===== config.mk =====
export PLATFORM = sky130hd
export DESIGN_NAME = fwd_hazard_unit
export DESIGN_NICKNAME = d
export VERILOG_FILES = /design/src/rtl/fwd_hazard_unit.sv
export SDC_FILE = /design/constraint.sdc
export NUM_CORES = 1
export LEC_CHECK = 0
export CELL_PAD_IN_SITES_DETAIL_PLACEMENT = 0
export CELL_PAD_IN_SITES_GLOBAL_PLACEMENT = 1
export CORE_MARGIN = 4
export CORE_UTILIZATION = 34
export CTS_CLUSTER_SIZE = 16
export DETAILED_ROUTE_END_ITERATION = 10
export GPL_TIMING_DRIVEN = 0
export PLACE_DENSITY_LB_ADDON = 0.1
export SLEW_MARGIN = 15
export SYNTH_ARGS = -nofsm -noshare
export SYNTH_HDL_FRONTEND = slang
export SYNTH_SLANG_ARGS = --single-unit

===== constraint.sdc =====
create_clock -name CLK -period 1.9 [get_ports CLK]
set_input_delay 0.19 -clock CLK [delete_from_list [all_inputs] [get_ports CLK]]
set_output_delay 0.19 -clock CLK [all_outputs]
set_load 0.05 [all_outputs]

===== src/rtl/fwd_hazard_unit.sv =====
// fwd_hazard_unit: EX-stage forwarding select, load-use stall and
// multi-cycle-op freeze. A shadow pipeline of writer tags mirrors the
// EX stage and the forwardable stages after it.

// Per-operand compare: finds the nearest forwarding stage for one source
// and flags a load-use hit against the load currently in EX.
module fwd_hazard_opsel #(
    parameter int ADDR_WIDTH = 5,
    parameter int FWD_STAGES = 2,
    parameter int SEL_W      = 2
) (
    input  logic [ADDR_WIDTH-1:0]                  i_op,
    input  logic [FWD_STAGES-1:0]                  i_vld,
    input  logic [FWD_STAGES-1:0]                  i_wen,
    input  logic                                   i_ld0,
    input  logic [FWD_STAGES-1:0][ADDR_WIDTH-1:0]  i_dest,
    output logic [SEL_W-1:0]                       o_sel,
    output logic                                   o_use
);

    // Walk from the oldest stage to the youngest so the nearest match wins.
    // Stage k forwards from the tag that is currently at T[k-1]. A load in
    // EX cannot forward to the next instruction; the stall covers that.
    always_comb begin
        o_sel = '0;
        for (int k = FWD_STAGES; k >= 1; k--) begin
            if (i_vld[k-1] && i_wen[k-1] && (i_op != '0) &&
                (i_dest[k-1] == i_op) && !((k == 1) && i_ld0))
                o_sel = SEL_W'(k);
        end
    end

    // Load-use hit: the producer in EX is a load whose result is not ready.
    assign o_use = i_vld[0] && i_wen[0] && i_ld0 &&
                   (i_dest[0] != '0) && (i_dest[0] == i_op);

endmodule

module fwd_hazard_unit #(
    parameter int ADDR_WIDTH  = 5,
    parameter int NUM_OPS     = 2,
    parameter int FWD_STAGES  = 2,
    parameter int MUL_LATENCY = 3,
    localparam int SEL_W      = $clog2(FWD_STAGES + 1)
) (
    input  logic                          CLK,
    input  logic                          RESET,
    input  logic                          ID_VALID,
    input  logic [NUM_OPS*ADDR_WIDTH-1:0] ID_ADDR,
    input  logic [ADDR_WIDTH-1:0]         ID_DEST,
    input  logic                          ID_WRITE_EN,
    input  logic                          ID_IS_LOAD,
    input  logic                          ID_IS_MULTI,
    input  logic                          FLUSH,
    output logic                          STALL,
    output logic                          FREEZE,
    output logic [NUM_OPS*SEL_W-1:0]      EX_FWD_SEL
);

    // MUL_LATENCY tops out at 15, so the countdown never exceeds 14.
    localparam int CNT_W = 4;

    // Shadow tags T[0..FWD_STAGES-1]. The oldest tag T[FWD_STAGES] is never
    // compared against, so it is not stored. The load flag only matters
    // while the tag sits in EX, so it is kept for T[0] alone.
    logic [FWD_STAGES-1:0]                 r_vld;
    logic [FWD_STAGES-1:0]                 r_wen;
    logic [FWD_STAGES-1:0][ADDR_WIDTH-1:0] r_dest;
    logic                                  r_ld0;
    logic [CNT_W-1:0]                      r_cnt;
    logic [NUM_OPS-1:0][SEL_W-1:0]         r_sel;

    logic [NUM_OPS-1:0][SEL_W-1:0]         w_sel;
    logic [NUM_OPS-1:0]                    w_use;
    logic                                  w_freeze;
    logic                                  w_stall;
    logic                                  w_ins;

    genvar gi;
    generate
        for (gi = 0; gi < NUM_OPS; gi++) begin : g_op
            fwd_hazard_opsel #(
                .ADDR_WIDTH (ADDR_WIDTH),
                .FWD_STAGES (FWD_STAGES),
                .SEL_W      (SEL_W)
            ) u_opsel (
                .i_op   (ID_ADDR[gi*ADDR_WIDTH +: ADDR_WIDTH]),
                .i_vld  (r_vld),
                .i_wen  (r_wen),
                .i_ld0  (r_ld0),
                .i_dest (r_dest),
                .o_sel  (w_sel[gi]),
                .o_use  (w_use[gi])
            );
        end
    endgenerate

    assign w_freeze = (r_cnt != '0);
    // A freeze or a flush overrides the load-use stall.
    assign w_stall  = ID_VALID && !FLUSH && !w_freeze && (|w_use);
    // ID instruction actually advances into EX on a normal edge.
    assign w_ins    = ID_VALID && !FLUSH && !w_stall;

    assign STALL      = w_stall;
    assign FREEZE     = w_freeze;
    assign EX_FWD_SEL = r_sel;

    // Tag shift, EX select capture and freeze countdown. A frozen edge only
    // counts down; everything else holds.
    always_ff @(posedge CLK or negedge RESET) begin
        if (!RESET) begin
            r_vld  <= '0;
            r_wen  <= '0;
            r_dest <= '0;
            r_ld0  <= 1'b0;
            r_cnt  <= '0;
            r_sel  <= '0;
        end else if (w_freeze) begin
            r_cnt <= r_cnt - CNT_W'(1);
        end else begin
            for (int k = FWD_STAGES - 1; k >= 1; k--) begin
                r_vld[k]  <= r_vld[k-1];
                r_wen[k]  <= r_wen[k-1];
                r_dest[k] <= r_dest[k-1];
            end
            r_vld[0]  <= w_ins;
            r_wen[0]  <= w_ins && ID_WRITE_EN;
            r_dest[0] <= w_ins ? ID_DEST : '0;
            r_ld0     <= w_ins && ID_IS_LOAD;
            r_sel     <= w_ins ? w_sel : '0;
            if (w_ins && ID_IS_MULTI)
                r_cnt <= CNT_W'(MUL_LATENCY - 1);
        end
    end

endmodule


==> reports/metrics.json <==
{
  "status": {"value": "finished with violations"},
  "violations": {"value": "setup timing"},
  "syn-instance-count": {"value": 118},
  "numClockSinks": {"value": 23},
  "timing.final.max_slew_violations": {"value": 0},
  "critical_path.endpoint": {"value": "STALL"},
  "area_growth": {"value": 49.4, "unit": "%"},
  "synth.most_common_cell": {"value": "sky130_fd_sc_hd__dfrtp_1"},
  "floorplan.core_area": {"value": 3470, "unit": "um^2"},
  "reg2reg_to": {"value": "r_dest[0]"},
  "leakage_power_of_the_design": {"value": 0.850, "unit": "nW"},
  "cts.reportedPaths.clkPinSlew": {"value": 0.09, "unit": "ns"},
  "path_class": {"value": "reg -> out"},
  "io-pin-count": {"value": 28},
  "antenna_violating_nets_post_route": {"value": 0},
  "detail_route.wirelength": {"value": 3.29, "unit": "mm"},
  "holdCritPathClass": {"value": "in -> async"},
  "synthDominantCellAreaShare": {"value": 45.7, "unit": "%"},
  "timing.critical_path.slowest_cell_delay": {"value": 0.43, "unit": "ns"},
  "cp.buffers_inverters": {"value": 2},
  "grt_pass1_wl": {"value": 5.38, "unit": "mm"},
  "antenna_found_initial": {"value": 0},
  "routabilityCongestion": {"value": 0.788},
  "cp_cell_instances": {"value": "inv_2 > ha_4 > or3b_4 > or3b_4 > nor2_4 > buf_8"},
  "max_clock_skew": {"value": 0.00241, "unit": "ns"},
  "yosys-top-cells-area": {"value": "sky130_fd_sc_hd__dfrtp_1 46%, sky130_fd_sc_hd__xor2_1 11%, sky130_fd_sc_hd__mux2_2 6.3%"},
  "synth-edff-count": {"value": 0},
  "layout_cell_share_with_drive_strength_beyond_1": {"value": 31.0, "unit": "%"},
  "worst_pin_slew": {"value": 0.517, "unit": "ns"},
  "ys_async_sr_fraction": {"value": 100, "unit": "%"},
  "placed_cell_area": {"value": 1600, "unit": "um^2"},
  "synth_cell_count_leaders": {"value": "23 x sky130_fd_sc_hd__dfrtp_1, 16 x sky130_fd_sc_hd__xor2_1, 9 x sky130_fd_sc_hd__nor2_1"},
  "setup_viol": {"value": 14},
  "initial_utilization": {"value": 36.3, "unit": "%"},
  "grt_overflow": {"value": 0},
  "cts_tree": {"value": "yes"},
  "regToRegSetupSlack": {"value": -0.21, "unit": "ns"},
  "core_rows": {"value": 21},
  "drcViolationCount": {"value": 0},
  "layout_setup_ws": {"value": -0.267, "unit": "ns"},
  "globalRouteTotalUtil": {"value": 15.4, "unit": "%"},
  "finalHoldViolCount": {"value": 0},
  "worst_ep_arrival_time": {"value": 1.98, "unit": "ns"},
  "nets": {"value": 192},
  "vertical_die_dimension": {"value": 68.9, "unit": "um"},
  "layout.cell_area.non_filler": {"value": 1880, "unit": "um^2"},
  "synth.lib_cells_used.distinct": {"value": 31},
  "timing.hold.ws": {"value": 0.422, "unit": "ns"},
  "critPathMaxFanout": {"value": 2},
  "synth_seq_area_share": {"value": 45.7, "unit": "%"},
  "wire_per_inst": {"value": 15.4, "unit": "um"},
  "syn-cell-area": {"value": 1260, "unit": "um^2"},
  "power_density": {"value": 1280, "unit": "nW/um^2"},
  "setup.worst_path.start": {"value": "r_cnt[0]"},
  "detail_route.first_pass.iterations": {"value": 4},
  "timing.final.crit_share": {"value": 114, "unit": "%"},
  "clock_tree.buffer_depth": {"value": 2},
  "syn-num-nets": {"value": 141},
  "route.vias.total": {"value": 1062},
  "insertion_delay": {"value": 0.26, "unit": "ns"},
  "cpMaxStageDelayCell": {"value": "sky130_fd_sc_hd__or3b_4"},
  "insertedDiodeCount": {"value": 0},
  "critical_path_required": {"value": 1.71, "unit": "ns"},
  "synth_ff_type": {"value": "sky130_fd_sc_hd__dfrtp_1"},
  "worstSetupStartpointType": {"value": "register"},
  "place_hpwl": {"value": 2.27, "unit": "mm"},
  "rsz0062_at_grt": {"value": "yes"},
  "worstReg2RegStart": {"value": "r_cnt[0]"},
  "reg2reg_depth": {"value": 7},
  "htree_levels": {"value": 1},
  "max_slew_margin": {"value": 65.5, "unit": "%"},
  "power.ir.vdd_worst": {"value": 0.821, "unit": "mV"},
  "postSynthRegisterBits": {"value": 23},
  "drt_iter0_drc": {"value": 22},
  "timing.critical_path.depth": {"value": 6},
  "cp_top_family": {"value": "simple AND/OR/NAND/NOR gates"},
  "fmax": {"value": 0.462, "unit": "GHz"},
  "max_cap_violations": {"value": 0},
  "place.port_buffers": {"value": 27},
  "ys_warn_count": {"value": 0},
  "die-area": {"value": 4740, "unit": "um^2"},
  "syn_area_per_cell": {"value": 10.7, "unit": "um^2"},
  "path_common_cell": {"value": "sky130_fd_sc_hd__or3b_4"},
  "grt_max_degree": {"value": 24},
  "period_minus_slack": {"value": 2.17, "unit": "ns"},
  "layout.filler_cells": {"value": 320},
  "synth.largest_area_cell": {"value": "sky130_fd_sc_hd__dfrtp_1"},
  "cts-root-buf": {"value": "sky130_fd_sc_hd__clkbuf_8"},
  "first_global_vias": {"value": 1175},
  "detail_route.vias_per_cell": {"value": 4.96},
  "timing.critical_path.to_type": {"value": "output port"},
  "die_w": {"value": 68.9, "unit": "um"},
  "total_clock_buffers_created_by_cts": {"value": 3}
}
==> cells in the final DEF, fill, tap and decap left out, drive strengths merged <==
cell type,n
a21o,2
a21oi,3
a22o,8
a31oi,1
and2,1
and3b,1
buf,23
clkbuf,4
clkdlybuf4s50,24
clkinv,2
dfrtp,23
dlygate4sd3,1
ha,1
inv,3
mux2,7
mux2i,1
nand2,8
nand3,6
nand4,2
nor2,9
nor3,5
nor4,2
o21ai,2
o31ai,3
o41ai,1
or3b,2
or4,2
xnor2,5
xor2,16
==> logic make-up after synthesis <==
group,synth area share [%]
and+or+nand+nor,15.8
buffers and inverters,2.28
DFF,45.7
AOI/OAI and AO/OA,13.6
xor gates and xnor gates,14.6
adders and majority gates,0.993
muxes,7.05
==> cell type report <==
class,instances,area [um^2],share of cell area [%]
buffer,1,25.0,1.33
timing repair buffer,48,448,23.8
sequential,23,576,30.6
clock inverter,1,5.00,0.266
multi-input combinational,88,713,37.9
inverter,4,16.3,0.864
clock buffer,3,41.3,2.19
tap,46,57.6,3.06
==> routing by layer <==
metal | wire [um] | GRT usage [%] | share of wire [%]
met1 | 1540 | 18.4 | 47
met2 | 1640 | 29.0 | 50
met3 | 93 | 2.43 | 2.8
met4 | 11 | 2.92 | 0.33
met5 | 0 | 0 | 0
==> worst register-to-register path, cell delays in order (launching register included) <==
cell	delay [ns]
sky130_fd_sc_hd__dfrtp_1	0.41
sky130_fd_sc_hd__inv_2	0.09
sky130_fd_sc_hd__ha_4	0.13
sky130_fd_sc_hd__or3b_4	0.39
sky130_fd_sc_hd__or3b_4	0.43
sky130_fd_sc_hd__buf_4	0.18
sky130_fd_sc_hd__a21oi_4	0.24
sky130_fd_sc_hd__a22o_1	0.19
==> where the power goes <==
part,switching (W),total (W),internal (W)
logic,0.000538,0.00127,0.000734
registers,0.000180,0.000831,0.000651
clock network,0.000164,0.000311,0.000146
total,0.000882,0.00241,0.00153
==> how the worst min path moves through the flow <==
stage / start / endpoint / slack, ns / cells past startpoint
detailed placement: EX_FWD_SEL[0] / EX_FWD_SEL[0] / 0.47 / 2
floorplan: RESET / EX_FWD_SEL[0] / -0.11 / 0
global route: RESET / EX_FWD_SEL[2] / 0.48 / 2
finish: RESET / EX_FWD_SEL[0] / 0.42 / 2
global placement: EX_FWD_SEL[0] / EX_FWD_SEL[0] / 0.46 / 2
CTS: EX_FWD_SEL[0] / EX_FWD_SEL[0] / 0.49 / 2
==> flip-flops by register name, indices dropped and copies added (netlist names) <==
name,cells
r_dest,10
r_vld,2
r_cnt,4
r_ld0,1
EX_FWD_SEL,4
r_wen,2
==> what timing repair did <==
action / 4_1_cts / 5_1_grt
hold endpoints to repair: 0 / 23
resized for setup: 23 / 15
pin swaps: 9 / 7
setup endpoints to repair: 21 / 24
cloned: 0 / 0
setup buffers: 20 / 4
hold buffers: 0 / 1
==> per-stage QoR <==
step | power [W] | instances | worst slack, ns | setup TNS, ns | util [%]
after floorplan | 0.00138 | 118 | -0.135 | -0.859 | -
after global placement | 0.00159 | 191 | -0.859 | -4.54 | 46.0
after detailed placement | 0.00162 | 191 | -0.857 | -4.78 | 46.0
after CTS | 0.00229 | 214 | -0.321 | -3.49 | 52.7
after global routing | 0.00257 | 214 | -0.329 | -3.31 | 54.3
final | 0.00241 | 214 | -0.267 | -2.22 | 54.3
Note: power is estimated with default switching activity, not from simulation.
